==> src/rtl/dec_scoreboard_pkg.sv <==
// Shared CPU package for the decode scoreboard: default register-address
// width, register-count derivation and the register-index type.
package dec_scoreboard_pkg;

    localparam int DEF_ADDR_W = 3;

    // Register index as seen by decode and writeback.
    typedef logic [DEF_ADDR_W-1:0] reg_idx_t;

    // Number of architectural registers for a given index width.
    function automatic int reg_count(input int addr_w);
        return 1 << addr_w;
    endfunction

endpackage

==> src/rtl/dec_scoreboard_onehot_dec.sv <==
// onehot_dec: combinational ADDR_W-to-N one-hot decoder with enable.
// Ports: en (enable), addr (index), onehot (N-bit decode, zero when !en).
module onehot_dec
    import dec_scoreboard_pkg::*;
#(
    parameter int ADDR_W = DEF_ADDR_W
) (
    input  logic                          en,
    input  logic [ADDR_W-1:0]             addr,
    output logic [reg_count(ADDR_W)-1:0]  onehot
);

    always_comb begin
        onehot = '0;
        if (en) begin
            onehot[addr] = 1'b1;
        end
    end

endmodule

==> src/rtl/dec_scoreboard.sv <==
// dec_scoreboard: per-register pending-write scoreboard for decode.
// Ports: clk, reset (sync, active high); issue_en/issue_addr request a
// destination; wb_en/wb_addr retire one; stall, flush pipeline controls;
// issue_onehot, wb_onehot, busy, busy_count registered; hazard combinational.
module dec_scoreboard
    import dec_scoreboard_pkg::*;
#(
    parameter int ADDR_W   = DEF_ADDR_W,
    parameter bit ZERO_REG = 1'b1
) (
    input  logic                          clk,
    input  logic                          reset,
    input  logic                          issue_en,
    input  logic [ADDR_W-1:0]             issue_addr,
    input  logic                          wb_en,
    input  logic [ADDR_W-1:0]             wb_addr,
    input  logic                          stall,
    input  logic                          flush,
    output logic [reg_count(ADDR_W)-1:0]  issue_onehot,
    output logic [reg_count(ADDR_W)-1:0]  wb_onehot,
    output logic [reg_count(ADDR_W)-1:0]  busy,
    output logic [ADDR_W:0]               busy_count,
    output logic                          hazard
);

    localparam int N = reg_count(ADDR_W);

    logic [N-1:0]  issue_dec;
    logic [N-1:0]  wb_dec;
    logic [N-1:0]  set_mask;
    logic [N-1:0]  busy_next;
    logic [N-1:0]  issue_next;
    logic [ADDR_W:0] count_next;
    logic          accept;
    logic          wb_match;
    logic          zero_idx;

    assign zero_idx = (ZERO_REG == 1'b1) && (issue_addr == '0);
    assign wb_match = wb_en && (wb_addr == issue_addr);

    // A writeback to the same register this cycle resolves the hazard.
    assign hazard = issue_en && busy[issue_addr] && !wb_match && !zero_idx;
    assign accept = issue_en && !stall && !hazard && !flush;

    onehot_dec #(.ADDR_W(ADDR_W)) u_issue_dec (
        .en     (accept),
        .addr   (issue_addr),
        .onehot (issue_dec)
    );

    onehot_dec #(.ADDR_W(ADDR_W)) u_wb_dec (
        .en     (wb_en),
        .addr   (wb_addr),
        .onehot (wb_dec)
    );

    always_comb begin
        set_mask = issue_dec;
        if (ZERO_REG) begin
            set_mask[0] = 1'b0;
        end

        // Set is applied after clear so a new writer supersedes the old one.
        if (flush) begin
            busy_next = '0;
        end else begin
            busy_next = (busy & ~wb_dec) | set_mask;
        end

        if (flush) begin
            issue_next = '0;
        end else if (accept) begin
            issue_next = issue_dec;
        end else if (stall) begin
            issue_next = issue_onehot;
        end else begin
            issue_next = '0;
        end

        // Count the next-state vector so the registered count lines up
        // with the registered busy bits.
        count_next = '0;
        for (int i = 0; i < N; i++) begin
            count_next = count_next + (ADDR_W+1)'(busy_next[i]);
        end
    end

    always_ff @(posedge clk) begin
        if (reset) begin
            issue_onehot <= '0;
            wb_onehot    <= '0;
            busy         <= '0;
            busy_count   <= '0;
        end else begin
            issue_onehot <= issue_next;
            wb_onehot    <= wb_dec;
            busy         <= busy_next;
            busy_count   <= count_next;
        end
    end

endmodule

==> config.mk <==
export PLATFORM = sky130hd
export DESIGN_NAME = dec_scoreboard
export DESIGN_NICKNAME = d
export VERILOG_FILES = /design/src/rtl/dec_scoreboard_pkg.sv /design/src/rtl/dec_scoreboard_onehot_dec.sv /design/src/rtl/dec_scoreboard.sv
export SDC_FILE = /design/constraint.sdc
export NUM_CORES = 1
export LEC_CHECK = 0
export CAP_MARGIN = 20
export CORE_ASPECT_RATIO = 0.9
export CORE_MARGIN = 2
export CORE_UTILIZATION = 45
export CTS_CLUSTER_SIZE = 8
export DETAILED_ROUTE_END_ITERATION = 7
export PLACE_DENSITY = 0.87
export RECOVER_POWER = 50
export SYNTH_ARGS = -nofsm -noshare
export SYNTH_HDL_FRONTEND = slang
export SYNTH_SLANG_ARGS = --single-unit
==> constraint.sdc <==
create_clock -name clk -period 8.05 [get_ports clk]
set_input_delay 1.61 -clock clk [delete_from_list [all_inputs] [get_ports clk]]
set_output_delay 1.61 -clock clk [all_outputs]
set_load 0.02 [all_outputs]
# ---- Yosys cells after proc, flatten, opt, wreduce, memory -nomap -nowiden
# Index checks and enable logic that the tools add are counted.
dict set report totals {
  regBits 28
  in_bits 12
  out_inout_bits 29
}
dict set report classes {
  add_sub_neg 7
  order_cmp 4
  eq_ne 2
  mux 11
  n_bitwise 3
  reduce_logical 16
}
# cell count
set op_table {}
lappend op_table {{8-bit 2-to-1 mux} 5}
lappend op_table {{4-bit by 1-bit adder with 4-bit output} 4}
lappend op_table {{1-bit logical AND} 9}
lappend op_table {{8-bit AND} 1}
lappend op_table {{3-bit by 4-bit < comparator with 1-bit output (second input constant)} 2}
lappend op_table {{8-bit NOT} 1}
lappend op_table {{8-bit bitwise OR} 1}
lappend op_table {{1-bit demux with 3-bit select} 2}
lappend op_table {{3-bit by 1-bit greater-or-equal comparator with 1-bit output (second input constant)} 2}
lappend op_table {{1-bit zero test} 5}
lappend op_table {{3-bit by 1-bit adder with 4-bit output} 1}
lappend op_table {{2-bit by 1-bit adder with 3-bit output} 1}
lappend op_table {{1-bit binary-select mux with 3-bit select} 1}
lappend op_table {{3-bit == test} 1}
lappend op_table {{3-bit zero test} 1}
lappend op_table {{1-bit 2-to-1 mux} 3}
lappend op_table {{1-bit by 1-bit adder with 2-bit output} 1}
lappend op_table {{2-bit by 1-bit inequality test with 1-bit output (second input constant)} 1}
lappend op_table {{2-bit OR reduction} 1}

# ---- Longest topological paths before layout
# Gate-level depths: netlist (run 1).
dict set report logic_depth {
  depth_word 18
  depth_mapped 16
  depth_no_buf 14
}

# ---- By module
# From an unflattened synthesis (run 1), not the netlist that was laid out.
dict set report unflattened {
  hier_cells 150
  area_unflattened_um2 1410.1
}
# mod n_inst cells_each area_per_inst_um2 seq_area_each_um2
set modules_own_cells {}
lappend modules_own_cells {dec_scoreboard 1 134 1219.9 560.5}
lappend modules_own_cells {onehot_dec 2 8 95.1 0.0}

# ---- Least setup slack after synthesis (run 1)
# No wires, ideal clock.
dict set report synth_path {
  path_kind {input -> register}
  start {in wb_addr[1]}
  end {reg busy_count[2]}
  t_arrival_ns 4.869
  required_ns 7.934
  setup_slack_ns 3.065
  path_stages 16
  n_path_buf 2
  cell_sequence {clkbuf_1 -> xnor2_1 -> a41oi_1 -> o21a_1 -> buf_2 -> o32ai_1 -> fa_1 -> inv_1 -> fa_1 -> inv_1 -> fa_1 -> ha_1 -> inv_1 -> fa_1 -> xor2_1 -> nor2_1}
}
dict set report synth_between {
  word_cells_on_any_way 26
  cone_classes {add/sub (7); order compare (2); eq/ne (1); mux (5); bitwise (3); reduce/logical (8)}
}
# element line_no
set synth_lines {}
lappend synth_lines {{from (decl)} dec_scoreboard.sv:16} ;# input logic [ADDR_W-1:0] wb_addr,
lappend synth_lines {{parallel branches: the longest is 9 deep, another holds 3-bit by 4-bit < comparator with 1-bit output} --}
lappend synth_lines {{8-bit bitwise OR *} dec_scoreboard.sv:67} ;# busy_next = (busy & ~wb_dec) | set_mask;
lappend synth_lines {{8-bit 2-to-1 mux *} dec_scoreboard.sv:64} ;# if (flush) begin
lappend synth_lines {{net busy_next[3]} dec_scoreboard.sv:31} ;# logic [N-1:0] busy_next;
lappend synth_lines {{3-bit by 1-bit adder with 4-bit output *} dec_scoreboard.sv:84} ;# count_next = count_next + (ADDR_W+1)'(busy_next[i]);
lappend synth_lines {{4-bit by 1-bit adder with 4-bit output * (4 in series)} dec_scoreboard.sv:84}
lappend synth_lines {{to (signal assigned)} dec_scoreboard.sv:98} ;# busy_count <= count_next;
lappend synth_lines {{to (decl)} dec_scoreboard.sv:22} ;# output logic [ADDR_W:0] busy_count,
# Mark *: on every way through the listed nets, which the timed path passes.
# A chain may end at the register's enable or synchronous reset.

# ---- Worst setup path in the final report (run 1)
dict set report layout_path {
  start {in issue_addr[0]}
  end {reg busy_count[2]}
}
dict set report layout_between {
  word_cells_on_any_way 28
  cone_classes {add/sub (7); order compare (2); eq/ne (1); mux (6); bitwise (1); reduce/logical (11)}
}
# element line_no
set layout_lines {}
lappend layout_lines {{from (decl)} dec_scoreboard.sv:14} ;# input logic [ADDR_W-1:0] issue_addr,
lappend layout_lines {{1-bit binary-select mux with 3-bit select or 3-bit == test (tied branches)} {dec_scoreboard.sv:42, dec_scoreboard.sv:39}}
lappend layout_lines {{1-bit 2-to-1 mux (implied by the code) or 1-bit logical AND (tied branches)} {dec_scoreboard.sv:42, dec_scoreboard.sv:39}}
lappend layout_lines {{1-bit logical AND or 1-bit zero test (tied branches)} dec_scoreboard.sv:42} ;# assign hazard = issue_en && busy[issue_addr] && !wb_match && !zero_idx;
lappend layout_lines {{1-bit logical AND (2 in series)} dec_scoreboard.sv:42}
lappend layout_lines {{1-bit zero test} dec_scoreboard.sv:43} ;# assign accept = issue_en && !stall && !hazard && !flush;
lappend layout_lines {{1-bit logical AND (2 in series)} dec_scoreboard.sv:43}
lappend layout_lines {{8-bit 2-to-1 mux *} dec_scoreboard_onehot_dec.sv:15} ;# if (en) begin
lappend layout_lines {{8-bit bitwise OR *} dec_scoreboard.sv:67}
lappend layout_lines {{8-bit 2-to-1 mux *} dec_scoreboard.sv:64}
lappend layout_lines {{net busy_next[3]} dec_scoreboard.sv:31}
lappend layout_lines {{3-bit by 1-bit adder with 4-bit output *} dec_scoreboard.sv:84}
lappend layout_lines {{4-bit by 1-bit adder with 4-bit output * (4 in series)} dec_scoreboard.sv:84}
# Mark *: on every way through the listed nets, which the timed path passes. The rest lies on a longest branch. The select of a mux whose other input is x is not followed.

==> key figures, run 1 <==
Outcome
  – Run status: finished, final reports clean

CTS
  – CTS tree: yes
  – Clock transition at the registers of the reported paths: 0.15 ns
  – Post-cts hold buffer count: 0
  – Worst-skew pair later-pin latency: 0.34 ns
  – Post-CTS Setup Bufs: 0
  – CTS Buffer Depth: 2
  – Root buffer cell: sky130_fd_sc_hd__clkbuf_4
  – CTS Sinks: 28
  – H-tree depth reported by CTS: 1
  – Number of clock buffers inserted by TritonCTS: 3
  – Gates resized, CTS repair: 0

STA
  – Max-slew violations: 0
  – Hold Slack: 0.4781 ns
  – TNS Setup: 0 ns
  – Final Critical Period: 6.169 ns
  – Post-route setup slack: 1.881 ns
  – Fin. Hold Viols: 0
  – F_max: 0.1621 GHz
  – Final setup violating endpoints: 0
  – Largest clock skew in the final design: 0.01245 ns
  – Worst slew pin tran: 0.8139 ns
  – Worst-case headroom to the max-slew limit: 45.74%
  – Final worst-path cycle share: 76.63%
  – RSZ-0062 raised after global routing: no

Final layout
  – # fillers: 273
  – Final #Nets: 205
  – Number of diodes added for antenna fixing: 0
  – Area added between synthesis and finish: 31.34%
  – Share of cells above drive strength 1: 7.027%

Floorplan
  – Floorplan die width: 62.90 um
  – DIE AREA: 0.003586 mm2
  – Placeable Area: 0.003019 mm2
  – Number of core rows: 19
  – Top Ports: 41
  – Starting Density: 46.54%
  – Die extent in y: 57.01 um

GRT
  – Pin count of the biggest net entering global routing: 23
  – Number of antenna violations at the first check in global routing: 0
  – Gr ovfl total: 0
  – Vias in the first global route: 1122
  – Wire length of the first global-routing pass: 5340 um
  – All-Layer GR Usage: 19.07%

Power
  – Power, Total: 263.8 uW
  – Pwr dens: 143.0 mW/mm2
  – Static leakage: 0.0006985 uW
  – Peak VDD IR: 0.07443 mV

Logic synthesis
  – Largest area contributor in the netlist: sky130_fd_sc_hd__dfxtp_1
  – Number of enable flip-flop cells after synthesis: 0
  – Share of synthesized registers carrying an async set or reset: 0%
  – Most common cell in the synthesized netlist: sky130_fd_sc_hd__dfxtp_1
  – Number of cells produced by synthesis: 154
  – Area of the mapped netlist: 0.001405 mm2
  – Count of warnings emitted by yosys: 0
  – Avg Synthesized Cell Area: 9.124 um2
  – Register area share after synthesis: 39.89%
  – Share of Yosys cell area claimed by the top area cell type: 39.89%
  – Most area-consuming cells after synthesis: sky130_fd_sc_hd__dfxtp_1 40%, sky130_fd_sc_hd__fa_1 5.7%, sky130_fd_sc_hd__nand3_1 3.6%
  – Flop and latch count out of synthesis: 28
  – Synthesized netlist net count: 173
  – Ys flop type: sky130_fd_sc_hd__dfxtp_1
  – Count of distinct cell types in the synthesized netlist: 38
  – Leading post-synthesis cells by instance count: 28 x sky130_fd_sc_hd__dfxtp_1, 13 x sky130_fd_sc_hd__nor2_1, 10 x sky130_fd_sc_hd__nand3_1, 7 x sky130_fd_sc_hd__buf_2

Placement
  – Worst setup slack before clock tree synthesis: 1.660 ns
  – Quantity of I/O buffers inserted on ports: 40
  – Placed wire-length estimate after detailed placement: 2454 um
  – Weighted congestion at the end of routability-driven global placement: 0.8409

Routing
  – Count of vias placed by the detailed router: 1283
  – Detailed router's first-iteration violation count: 45
  – Detail-routed net length per standard cell: 14.56 um
  – Mean number of vias per cell: 5.652
  – Number of nets still failing antenna checks after routing: 0
  – DRC violation count after routing: 0
  – Initial DRT Pass Iterations: 4
  – Sum of routed wire length over all layers: 3306 um

Min path
  – Min-delay worst type: reg2reg

Critical path
  – Type of element launching the critical path: input pin
  – Data required time at the worst endpoint: 8.27 ns
  – Register-to-register setup slack: 3.87 ns
  – Biggest fanout along the worst timing path: 22
  – Signal arrival time at the worst endpoint: 6.39 ns
  – Worst setup EP type: register
  – Category of the most critical setup path: in2reg

Job
  – # Max-Cap Violations: 0
layout by cell type, fill, tap and decap left out, types with 2 or more instances in the layout:
| cell | synthesis | layout |
|---|---|---|
| sky130_fd_sc_hd__o22ai_2 | 2 | 2 |
| sky130_fd_sc_hd__o21ai_0 | 6 | 6 |
| sky130_fd_sc_hd__nor2_1 | 13 | 13 |
| sky130_fd_sc_hd__inv_1 | 6 | 6 |
| sky130_fd_sc_hd__nand3_1 | 10 | 10 |
| sky130_fd_sc_hd__clkbuf_4 | 0 | 3 |
| sky130_fd_sc_hd__ha_1 | 3 | 3 |
| sky130_fd_sc_hd__or2_2 | 3 | 3 |
| sky130_fd_sc_hd__nor2b_1 | 3 | 3 |
| sky130_fd_sc_hd__o21ai_1 | 2 | 2 |
| sky130_fd_sc_hd__o21ai_2 | 2 | 2 |
| sky130_fd_sc_hd__clkdlybuf4s50_1 | 0 | 19 |
| sky130_fd_sc_hd__or4b_1 | 2 | 2 |
| sky130_fd_sc_hd__o22ai_1 | 6 | 6 |
| sky130_fd_sc_hd__o31ai_1 | 5 | 5 |
| sky130_fd_sc_hd__nor3_1 | 4 | 4 |
| sky130_fd_sc_hd__or3_1 | 4 | 4 |
| sky130_fd_sc_hd__fa_1 | 4 | 4 |
| sky130_fd_sc_hd__dfxtp_1 | 28 | 28 |
| sky130_fd_sc_hd__dlygate4sd3_1 | 0 | 21 |
| sky130_fd_sc_hd__xnor2_1 | 3 | 3 |
| sky130_fd_sc_hd__nand2b_1 | 5 | 5 |
| sky130_fd_sc_hd__nor3b_1 | 2 | 2 |
| sky130_fd_sc_hd__a21oi_1 | 2 | 2 |
| sky130_fd_sc_hd__o32ai_1 | 5 | 5 |
| sky130_fd_sc_hd__nand2_1 | 6 | 6 |
| sky130_fd_sc_hd__mux2i_1 | 3 | 3 |
| sky130_fd_sc_hd__or3_4 | 2 | 2 |
logic make-up (layout without fill, tap and decap cells):
logic type / after synthesis / after routing / share of synthesized area, %
and+or+nand+nor: 57 / 57 / 22.26
buffers and inverters: 19 / 50 / 6.233
DFF: 28 / 28 / 39.89
adders and majority gates: 7 / 7 / 8.371
muxes: 3 / 3 / 2.137
AOI/OAI and AO/OA: 36 / 36 / 18.61
xor gates and xnor gates: 4 / 4 / 2.494
flip-flops by register name (all words and copies together) (netlist names):
signal and count:
busy 8, busy_count 4, wb_onehot 8, issue_onehot 8
final timing paths:
check / endpoint / start / cells after the start
worst max register to register: busy_count[2]$_SDFF_PP0_ / busy[2]$_SDFF_PP0_ / 14
worst min register to register: issue_onehot[1]$_SDFFE_PP0P_ / issue_onehot[1]$_SDFFE_PP0P_ / 2
worst max-delay path: busy_count[2]$_SDFF_PP0_ / issue_addr[0] / 15
worst min-delay path: issue_onehot[1]$_SDFFE_PP0P_ / issue_onehot[1]$_SDFFE_PP0P_ / 2
worst max-delay path: stages:
cell	delay [ns]
sky130_fd_sc_hd__dlygate4sd3_1	1.02
sky130_fd_sc_hd__xnor2_1	0.17
sky130_fd_sc_hd__a41oi_1	0.27
sky130_fd_sc_hd__o21a_1	0.70
sky130_fd_sc_hd__o32ai_1	0.24
sky130_fd_sc_hd__fa_1	0.54
sky130_fd_sc_hd__inv_1	0.05
sky130_fd_sc_hd__fa_1	0.47
sky130_fd_sc_hd__inv_1	0.05
sky130_fd_sc_hd__fa_1	0.48
sky130_fd_sc_hd__ha_1	0.16
sky130_fd_sc_hd__inv_1	0.06
sky130_fd_sc_hd__fa_1	0.38
sky130_fd_sc_hd__xor2_1	0.14
sky130_fd_sc_hd__nor2_1	0.05
through the flow:
stage	utilization (%)	area [um2]	instances
final	61.13	1846	227
after global routing	61.13	1846	227
after CTS	61.13	1846	227
after detailed placement	59.39	1793	223
after global placement	59.39	1793	223
after floorplan	-	1405	154
layout make-up:
class                           count  area (um2)  area share (%)
Multi-Input combinational cell    107       757.0           41.02
Sequential cell                    28       560.5           30.37
Timing Repair Buffer               40       400.4           21.69
Tap cell                           42       52.55           2.847
Clock inverter                      1       30.03           1.627
Clock buffer                        3       22.52           1.220
Inverter                            6       22.52           1.220
metal layers:
layer  up-vias  wire (um)  track usage (%)
met2        66       1522            29.64
met1       598       1483            26.26
met3         9        226            2.959
met4         0         72            9.206
met5         -          0                0
li1        610          -                -
power breakdown:
group	total [uW]	leakage, uW	switching, uW	internal [uW]
Sequential	141	0.000226	0.497	140
Clock	91.4	0.0000279	41.0	50.4
Combinational	31.8	0.000445	19.3	12.6
Note: power is estimated with default switching activity, not from simulation.
==> run 2, diff against run 1 <==
Clock period 8.05 ns to 6 ns, I/O delays scaled along.
==> key figures, run 2 (synthesis gave the netlist of run 1 again) <==
Critical path
  – Type of element launching the critical path: input pin
  – Category of the most critical setup path: in2reg
  – Worst setup EP type: register
  – Biggest fanout along the worst timing path: 20
  – Signal arrival time at the worst endpoint: 5.54 ns
  – Data required time at the worst endpoint: 6.22 ns

CTS
  – Number of clock buffers inserted by TritonCTS: 3
  – Gates resized, CTS repair: 0
  – Worst-skew pair later-pin latency: 0.33 ns
  – Clock transition at the registers of the reported paths: 0.13 ns
  – CTS tree: yes
  – CTS Buffer Depth: 2
  – CTS Sinks: 28
  – Root buffer cell: sky130_fd_sc_hd__clkbuf_4
  – Post-CTS Setup Bufs: 0
  – Post-cts hold buffer count: 0
  – H-tree depth reported by CTS: 1

STA
  – Post-route setup slack: 0.6831 ns
  – Worst-case headroom to the max-slew limit: 51.32%
  – Largest clock skew in the final design: 0.001049 ns
  – Max-slew violations: 0
  – Final setup violating endpoints: 0
  – Final worst-path cycle share: 88.62%
  – Worst slew pin tran: 0.7279 ns
  – TNS Setup: 0 ns
  – F_max: 0.1881 GHz
  – Fin. Hold Viols: 0
  – RSZ-0062 raised after global routing: no
  – Final Critical Period: 5.317 ns

Floorplan
  – Top Ports: 41
  – Placeable Area: 0.003019 mm2
  – Number of core rows: 19
  – Starting Density: 46.54%
  – DIE AREA: 0.003586 mm2
  – Floorplan die width: 62.90 um
  – Die extent in y: 57.01 um

Placement
  – Weighted congestion at the end of routability-driven global placement: 0.8844
  – Quantity of I/O buffers inserted on ports: 40
  – Worst setup slack before clock tree synthesis: 0.3814 ns
  – Placed wire-length estimate after detailed placement: 2528 um
  – Instance area at placement: 0.001800 mm2

Power
  – Pwr dens: 174.6 mW/mm2
  – Sw Ratio: 24.43%
  – Switching power: 78.36 uW
  – Clock power frac: 27.8%
  – Internal cell power: 242.4 uW
  – Peak VDD IR: 0.1002 mV
  – Static leakage: 0.0006967 uW
  – Register share of total power: 58.8%
  – Share of total power in combinational logic: 13.4%

GRT
  – Wire length of the first global-routing pass: 5575 um
  – Vias in the first global route: 1167
  – Gr ovfl total: 0
  – Pin count of the biggest net entering global routing: 21
  – Number of antenna violations at the first check in global routing: 0
  – All-Layer GR Usage: 19.27%

Job
  – # Max-Cap Violations: 0

Final layout
  – Top library cells by usage in the layout, fill and taps aside: 28 x sky130_fd_sc_hd__dfxtp_1, 20 x sky130_fd_sc_hd__dlygate4sd3_1, 20 x sky130_fd_sc_hd__clkdlybuf4s50_1, 13 x sky130_fd_sc_hd__nor2_1, 10 x sky130_fd_sc_hd__nand3_1
  – Post-route cell area: 0.001837 mm2
  – Post-layout utilization of the core: 60.84%
  – Biggest registers after layout: busy: 8 flops, issue_onehot: 8 flops, wb_onehot: 8 flops
  – Number of diodes added for antenna fixing: 0
  – Commonest non-fill, non-tap cell in the layout: sky130_fd_sc_hd__dfxtp_1
  – Area added between synthesis and finish: 30.72%
  – Final #Nets: 206
  – Share of cells above drive strength 1: 7.527%

Routing
  – Initial DRT Pass Iterations: 4
  – Detailed router's first-iteration violation count: 53
  – Count of vias placed by the detailed router: 1285
  – Number of nets still failing antenna checks after routing: 0
  – Mean number of vias per cell: 5.636
  – DRC violation count after routing: 0
  – Sum of routed wire length over all layers: 3250 um
  – Detail-routed net length per standard cell: 14.25 um

Outcome
  – Run status: finished, final reports clean

Min path
  – Min-delay worst type: reg2reg
-- run 2: cell count changes in the layout (fill, tap and decap cells not counted) --
cell                              previous run  this run
sky130_fd_sc_hd__buf_4                       0         1
sky130_fd_sc_hd__bufinv_16                   1         0
sky130_fd_sc_hd__clkbuf_8                    0         1
sky130_fd_sc_hd__clkdlybuf4s50_1            19        20
sky130_fd_sc_hd__dlygate4sd3_1              21        20
-- run 2: metal layers --
| metal | up-vias | track usage [%] | share of wire, % |
|---|---|---|---|
| met4 | 0 | 7.619 | 1.4 |
| li1 | 614 | - | - |
| met1 | 614 | 28.84 | 46 |
| met5 | - | 0 | 0 |
| met2 | 52 | 28.12 | 47 |
| met3 | 5 | 2.761 | 5.3 |
-- run 2: worst paths after layout --
kind / startpoint / endpoint / depth (start not counted) / slack (ns)
min: issue_onehot[2]$_SDFFE_PP0P_ / issue_onehot[2]$_SDFFE_PP0P_ / 2 / 0.46
min reg2reg: issue_onehot[2]$_SDFFE_PP0P_ / issue_onehot[2]$_SDFFE_PP0P_ / 2 / 0.46
max reg2reg: busy[3]$_SDFF_PP0_ / busy_count[2]$_SDFF_PP0_ / 14 / 2.19
max: issue_addr[0] / busy_count[2]$_SDFF_PP0_ / 15 / 0.68
-- run 2: worst max-delay path: stages --
cell and delay (ns):
sky130_fd_sc_hd__clkdlybuf4s50_1 0.94, sky130_fd_sc_hd__mux2i_1 0.16, sky130_fd_sc_hd__a211oi_1 0.25, sky130_fd_sc_hd__o21a_1 0.38, sky130_fd_sc_hd__o32ai_1 0.19, sky130_fd_sc_hd__fa_1 0.53, sky130_fd_sc_hd__inv_1 0.05, sky130_fd_sc_hd__fa_1 0.48
sky130_fd_sc_hd__inv_1 0.05, sky130_fd_sc_hd__fa_1 0.47, sky130_fd_sc_hd__ha_1 0.18, sky130_fd_sc_hd__inv_1 0.06, sky130_fd_sc_hd__fa_1 0.39, sky130_fd_sc_hd__xor2_1 0.15, sky130_fd_sc_hd__nor2_1 0.06
-- run 2: area by class of cell --
type / instances / area (um2)
Inverter: 6 / 22.52
Tap cell: 42 / 52.55
Sequential cell: 28 / 560.5
Fill cell: 271 / 1182
Multi-Input combinational cell: 107 / 757.0
Timing Repair Buffer: 41 / 407.9
Clock buffer: 4 / 36.28
-- run 2: per-stage QoR --
step / hold WS (ns) / power [uW] / instances
detailed placement: 0.4505 / 235.8 / 224
global placement: 0.4530 / 234.9 / 224
finish: 0.4613 / 320.7 / 228
global route: 0.4962 / 333.1 / 228
floorplan: 0.5357 / 220.0 / 154
CTS: 0.4690 / 323.4 / 228
-- run 2: power groups by stage --
stage | Sequential [uW] | Combinational, uW | Clock, uW
after floorplan | 195 | 24.8 | 0
after global placement | 193 | 42.3 | 0
after detailed placement | 193 | 43.1 | 0
after CTS | 189 | 43.3 | 91.4
after global routing | 189 | 46.8 | 97.5
final | 189 | 43.1 | 89.2
